<file path="config.mk">
export PLATFORM = sky130hd
export DESIGN_NAME = serial_link_credit_sync_mc
export DESIGN_NICKNAME = d
export VERILOG_FILES = /design/src/rtl/serial_link_credit_sync_mc.sv
export SDC_FILE = /design/constraint.sdc
export NUM_CORES = 1
export LEC_CHECK = 0
export CAP_MARGIN = 40
export CORE_AREA = 2 2 101 103
export CTS_BUF_LIST = sky130_fd_sc_hd__clkbuf_4
export CTS_CLUSTER_SIZE = 16
export DETAILED_ROUTE_END_ITERATION = 12
export DIE_AREA = 0 0 103 105
export MAX_ROUTING_LAYER = met4
export PLACE_DENSITY = 0.81
export SYNTH_ARGS = -nofsm -noshare
export SYNTH_HDL_FRONTEND = slang
export SYNTH_SLANG_ARGS = --single-unit
</file>
<file path="constraint.sdc">
create_clock -name clk_i -period 4.9 [get_ports clk_i]
set_input_delay 0.98 -clock clk_i [delete_from_list [all_inputs] [get_ports clk_i]]
set_output_delay 0.98 -clock clk_i [all_outputs]
set_load 0.02 [all_outputs]
</file>
<file path="src/rtl/serial_link_credit_sync_mc.sv">
// Per-VC credit gate between the tx arbiter and the packetiser; piggybacks returned credits, injects credit-only beats.
// Latency 1 cycle (registered beat); tx_ready drops when the output is held or the VC lacks credit.
module serial_link_credit_sync_mc #(
  parameter int NumChannels     = 2,
  parameter int NumCredits      = 8,
  parameter int ForceSendThresh = NumCredits - 4,
  parameter int DataWidth       = 64,
  localparam int ChanW          = (NumChannels > 1) ? $clog2(NumChannels) : 1,
  localparam int CreditW        = $clog2(NumCredits + 1)
) (
  input  logic                           clk_i,
  input  logic                           rst_i,
  input  logic [DataWidth-1:0]           tx_data_i,
  input  logic [ChanW-1:0]               tx_chan_i,
  input  logic                           tx_valid_i,
  output logic                           tx_ready_o,
  output logic [DataWidth-1:0]           link_data_o,
  output logic [ChanW-1:0]               link_chan_o,
  output logic [CreditW-1:0]             link_credit_o,
  output logic [ChanW-1:0]               link_credit_chan_o,
  output logic                           link_credit_only_o,
  output logic                           link_valid_o,
  input  logic                           link_ready_i,
  input  logic [CreditW-1:0]             rx_credit_i,
  input  logic [ChanW-1:0]               rx_credit_chan_i,
  input  logic                           rx_credit_valid_i,
  input  logic [NumChannels-1:0]         rx_consume_i,
  output logic [NumChannels*CreditW-1:0] credits_available_o
);

  typedef struct packed {
    logic [DataWidth-1:0] dat;
    logic [ChanW-1:0]     chan;
    logic [CreditW-1:0]   credit;
    logic [ChanW-1:0]     credit_chan;
    logic                 only;
  } beat_t;

  beat_t              beat_q, beat_d;
  logic               beat_vld_q;
  logic [CreditW-1:0] avail_q   [NumChannels];
  logic [CreditW-1:0] pending_q [NumChannels];
  logic [ChanW-1:0]   rr_q;

  logic               out_free;
  logic [ChanW-1:0]   sel;
  logic [ChanW-1:0]   next_rr;
  logic [CreditW-1:0] sel_credit;
  logic [CreditW-1:0] tx_avail;
  logic               eligible;
  logic               force_any;
  logic               data_load;
  logic               force_load;
  logic               load;
  int                 idx;
  logic               found;

  assign out_free = ~beat_vld_q | link_ready_i;

  // Round-robin search for the first channel with credits to return, starting at rr.
  always_comb begin
    sel   = rr_q;
    found = 1'b0;
    idx   = 0;
    for (int i = 0; i < NumChannels; i++) begin
      idx = (int'(rr_q) + i) % NumChannels;
      if (!found && pending_q[idx] != '0) begin
        sel   = ChanW'(idx);
        found = 1'b1;
      end
    end
  end

  always_comb begin
    force_any = 1'b0;
    for (int c = 0; c < NumChannels; c++) begin
      if (pending_q[c] >= CreditW'(ForceSendThresh)) force_any = 1'b1;
    end
  end

  assign sel_credit = pending_q[sel];
  assign next_rr    = (sel == ChanW'(NumChannels - 1)) ? '0 : sel + ChanW'(1);
  assign tx_avail   = avail_q[tx_chan_i];

  // The last remote credit is only spent on a beat that also returns credit, so both ends can't starve.
  assign eligible   = (tx_avail >= CreditW'(2)) ||
                      ((tx_avail == CreditW'(1)) && (sel_credit != '0));
  assign tx_ready_o = out_free & eligible;
  assign data_load  = tx_valid_i & tx_ready_o;
  assign force_load = ~data_load & out_free & force_any;
  assign load       = data_load | force_load;

  always_comb begin
    beat_d.dat         = data_load ? tx_data_i : '0;
    beat_d.chan        = data_load ? tx_chan_i : '0;
    beat_d.credit      = sel_credit;
    beat_d.credit_chan = sel;
    beat_d.only        = ~data_load;
  end

  always_ff @(posedge clk_i) begin
    if (rst_i) begin
      beat_q     <= '0;
      beat_vld_q <= 1'b0;
      rr_q       <= '0;
      for (int c = 0; c < NumChannels; c++) begin
        avail_q[c]   <= CreditW'(NumCredits);
        pending_q[c] <= '0;
      end
    end else begin
      if (load) begin
        beat_q     <= beat_d;
        beat_vld_q <= 1'b1;
      end else if (link_ready_i) begin
        beat_vld_q <= 1'b0;
      end
      if (load && sel_credit != '0) rr_q <= next_rr;
      for (int c = 0; c < NumChannels; c++) begin
        pending_q[c] <= pending_q[c]
                        - ((load && sel == ChanW'(c)) ? sel_credit : '0)
                        + CreditW'(rx_consume_i[c]);
        avail_q[c]   <= avail_q[c]
                        - CreditW'(data_load && tx_chan_i == ChanW'(c))
                        + ((rx_credit_valid_i && rx_credit_chan_i == ChanW'(c)) ? rx_credit_i : '0);
      end
    end
  end

  assign link_data_o        = beat_q.dat;
  assign link_chan_o        = beat_q.chan;
  assign link_credit_o      = beat_q.credit;
  assign link_credit_chan_o = beat_q.credit_chan;
  assign link_credit_only_o = beat_q.only;
  assign link_valid_o       = beat_vld_q;

  for (genvar g = 0; g < NumChannels; g++) begin : g_lane
    assign credits_available_o[g*CreditW +: CreditW] = avail_q[g];

    assert property (@(posedge clk_i) disable iff (rst_i) avail_q[g] <= CreditW'(NumCredits));
    assert property (@(posedge clk_i) disable iff (rst_i) pending_q[g] <= CreditW'(NumCredits));
  end

  assert property (@(posedge clk_i) disable iff (rst_i)
    rx_credit_valid_i |-> ({1'b0, avail_q[rx_credit_chan_i]} + {1'b0, rx_credit_i})
                          <= (CreditW + 1)'(NumCredits));

endmodule

</file>
==> flow_summary.toml, run 1 <==
[timing]
tns_ns = 0
whs_ns = 0.476
setup_viol = 0
min_period_over_period_pct = 86.2
finalMaxSlewViolations = 0
rsz0062_at_grt = "false"
hold_viol = 0
fin_skew_ns = 0.0181
max_freq_mhz = 237
period_needed_ns = 4.22
tightest_slew_ns = 0.638
slew_headroom_pct = 57.5

[cts]
htreeDepth = 3
cts_sinks = 90
cts_hold_buf = 0
cts_buffers = 9
cts_resized = 0
clockBufferDepth = 2
clk_latency_ns = 0.43
cts_tree = "built"
cts_setup_buffers = 0
cts.clk_slew.worst_paths_ns = 0.14
root_buffer = "clkbuf_4"

[synth]
yosys_warnings = 0
syn_avg_cell_area_sq_um = 9.08
syn-cell-area_sq_um = 4440
ys_ff_latch = 90
syn-instance-count = 489
synth_cell_types = 41
synth-edff-count = 0
ys_seq_area_share_pct = 40.6
synth_nets = 594
synthArstFlopShare_pct = 0
ys.flop_type = "dfxtp_1"

[critical_path]
cp-end-kind = "output port"
cp_num_buf_inv = 1
rrSetupSlack_ns = 0.99
max_stage_delay_ns = 0.53
slowest_stage = "clkdlybuf4s50_1"
critPathArrivalTime_ns = 3.24
path_cells = "nor4_1 -> a21o_1 -> a21o_1 -> mux2i_4 -> and3_1 -> nor2b_1 -> clkdlybuf4s50_1"
critPathLaunchType = "flop"
cp.required_ns = 3.92
cp_top_family = "simple AND/OR/NAND/NOR gates"
worstPathMaxFanout = 12
critPathKind = "flop to output port"
cp_common_cell = "a21o_1"

[run]
cap_violations = 0

[detailed_routing]
drc = 0
post_drt_wl_per_cell_um = 14.4
vias_per_cell = 5.11
via_count = 3911
ant_nets = 0
dr.pass1.iters = 4
drtIter0Drc = 203
wl_mm = 11.0

[placed_design]
io_buffers = 157
place.gp.congestion = 0.840
dpl_cell_area_sq_um = 6080
dp_hpwl_mm = 8.07

[floorplan]
die_area_sq_um = 10800
ios = 158
start_util_pct = 46.0
coreArea_sq_um = 9640
rows = 36
die_y_um = 105
die_width_um = 103

[power]
power.leakage_nw = 2.56
peakVddDrop_mv = 0.213
p_per_area_nw_per_um2 = 541

[global_route]
globalRouteOverflowTotal = 0
grt_pass1_wl_mm = 17.6
grt_usage_pct = 20.9
antenna_found_initial = 1
grt_pass1_vias = 3851
grt_max_degree = 105

[cells_and_area]
synthToLayoutAreaGrowth_pct = 41.1
layout-drive-gt1-share_pct = 4.91
finish.utilization_pct = 65.0
nets = 733
finalInstanceArea_sq_um = 6260

[status]
status = "completed"

[min_path]
hold_class = "flop to flop"
[synth_stat cells (6+ instances only)]
| cell type | n | share of area [%] |
|---|---|---|
| dfxtp_1 | 90 | 41 |
| a21oi_1 | 8 | 0.90 |
| nor2b_1 | 9 | 1.3 |
| nor2_1 | 12 | 1.0 |
| mux2i_1 | 67 | 15 |
| nor3_1 | 8 | 0.90 |
| inv_1 | 30 | 2.5 |
| ha_1 | 24 | 6.8 |
| nand2_1 | 75 | 6.3 |
| a21o_1 | 6 | 1.0 |
| clkbuf_1 | 26 | 2.2 |
| xnor2_1 | 9 | 1.8 |
| nand3_1 | 68 | 7.7 |
[flip-flops by register name (all words and copies together) (netlist names), named ones only]
register and flops:
link_data_o 64, avail_q 8, pending_q 8, link_credit_o 4, link_chan_o 1, link_credit_chan_o 1, link_credit_only_o 1, link_valid_o 1
rr_q 1
[final timing paths]
path                   startpoint  cells past startpoint              end
setup / recovery  pending_q[0][2]                      7       tx_ready_o
hold / removal    link_data_o[23]                      2  link_data_o[23]
setup reg to reg  pending_q[1][2]                     13  pending_q[0][3]
hold reg to reg   link_data_o[23]                      2  link_data_o[23]
[cell usage in the layout, fill, tap and decap left out, drive strengths merged, types with 3 or more instances in the layout]
cell type,n
a21o,6
a21oi,8
a31o,5
a31oi,3
and3,4
buf,5
bufinv,3
clkbuf,10
clkdlybuf4s50,157
dfxtp,90
fa,4
ha,24
inv,30
mux2i,69
nand2,75
nand3,68
nor2,12
nor2b,9
nor3,8
nor4,3
o21ai,3
or2,3
xnor2,9
xor2,4
[cells by family (layout without fill, tap and decap cells)]
| kind of cell | after synthesis | after routing | share of synthesized area (%) |
|---|---|---|---|
| AOI/OAI and AO/OA | 35 | 35 | 5.78 |
| xor gates and xnor gates | 13 | 13 | 2.57 |
| adders and majority gates | 28 | 28 | 8.57 |
| buffers and inverters | 64 | 207 | 6.54 |
| DFF | 90 | 90 | 40.6 |
| muxes | 69 | 69 | 16.1 |
| other | 0 | 1 | 0 |
| and+or+nand+nor | 190 | 190 | 19.8 |
[tightest hold or removal path: cells and delay by family, from the launching register on]
kind	cells	cell delay [ns]
simple gates	1	0.06
mux	1	0.05
flops	1	0.33
[layer usage]
layer | global-route usage (%) | up-vias | part of all wire [%] | wire length (um)
met1 | 24.1 | 1811 | 42 | 4650
li1 | - | 1944 | - | -
met5 | - | - | 0 | 0
met4 | 8.18 | 0 | 2.7 | 298
met3 | 6.49 | 23 | 7.5 | 828
met2 | 33.6 | 133 | 47 | 5220
[metrics by stage]
step	total power, mW	setup WS, ns	std cells
2_1_floorplan	2.32	1.18	489
3_3_place_gp	2.81	0.677	749
3_5_place_dp	2.90	0.507	750
4_1_cts	3.42	0.663	765
5_1_grt	3.64	0.474	766
6_report	3.39	0.676	766
[power by group]
part	leakage [nW]	switching (mW)	internal [mW]
clock	0.0964	0.245	0.262
sequential	0.739	0.121	0.909
combinational	1.72	0.993	0.858
total	2.56	1.36	2.03
[cell type report]
type | count | area (sq um)
clock inverters | 5 | 104
fillers | 817 | 3380
diodes | 1 | 2.50
repair buffers | 162 | 1640
well taps | 133 | 166
flip-flops and latches | 90 | 1800
multi-input cells | 335 | 2350
clock buffers | 10 | 75.1
inverters | 30 | 115
(Power assumes the default switching activity.)
==> run 2: changes to the inputs <==
Settings changed: TNS_END_PERCENT from default to 20.
==> results of run 2 <==
Final layout, timing and power as in run 1 (identical DEF).
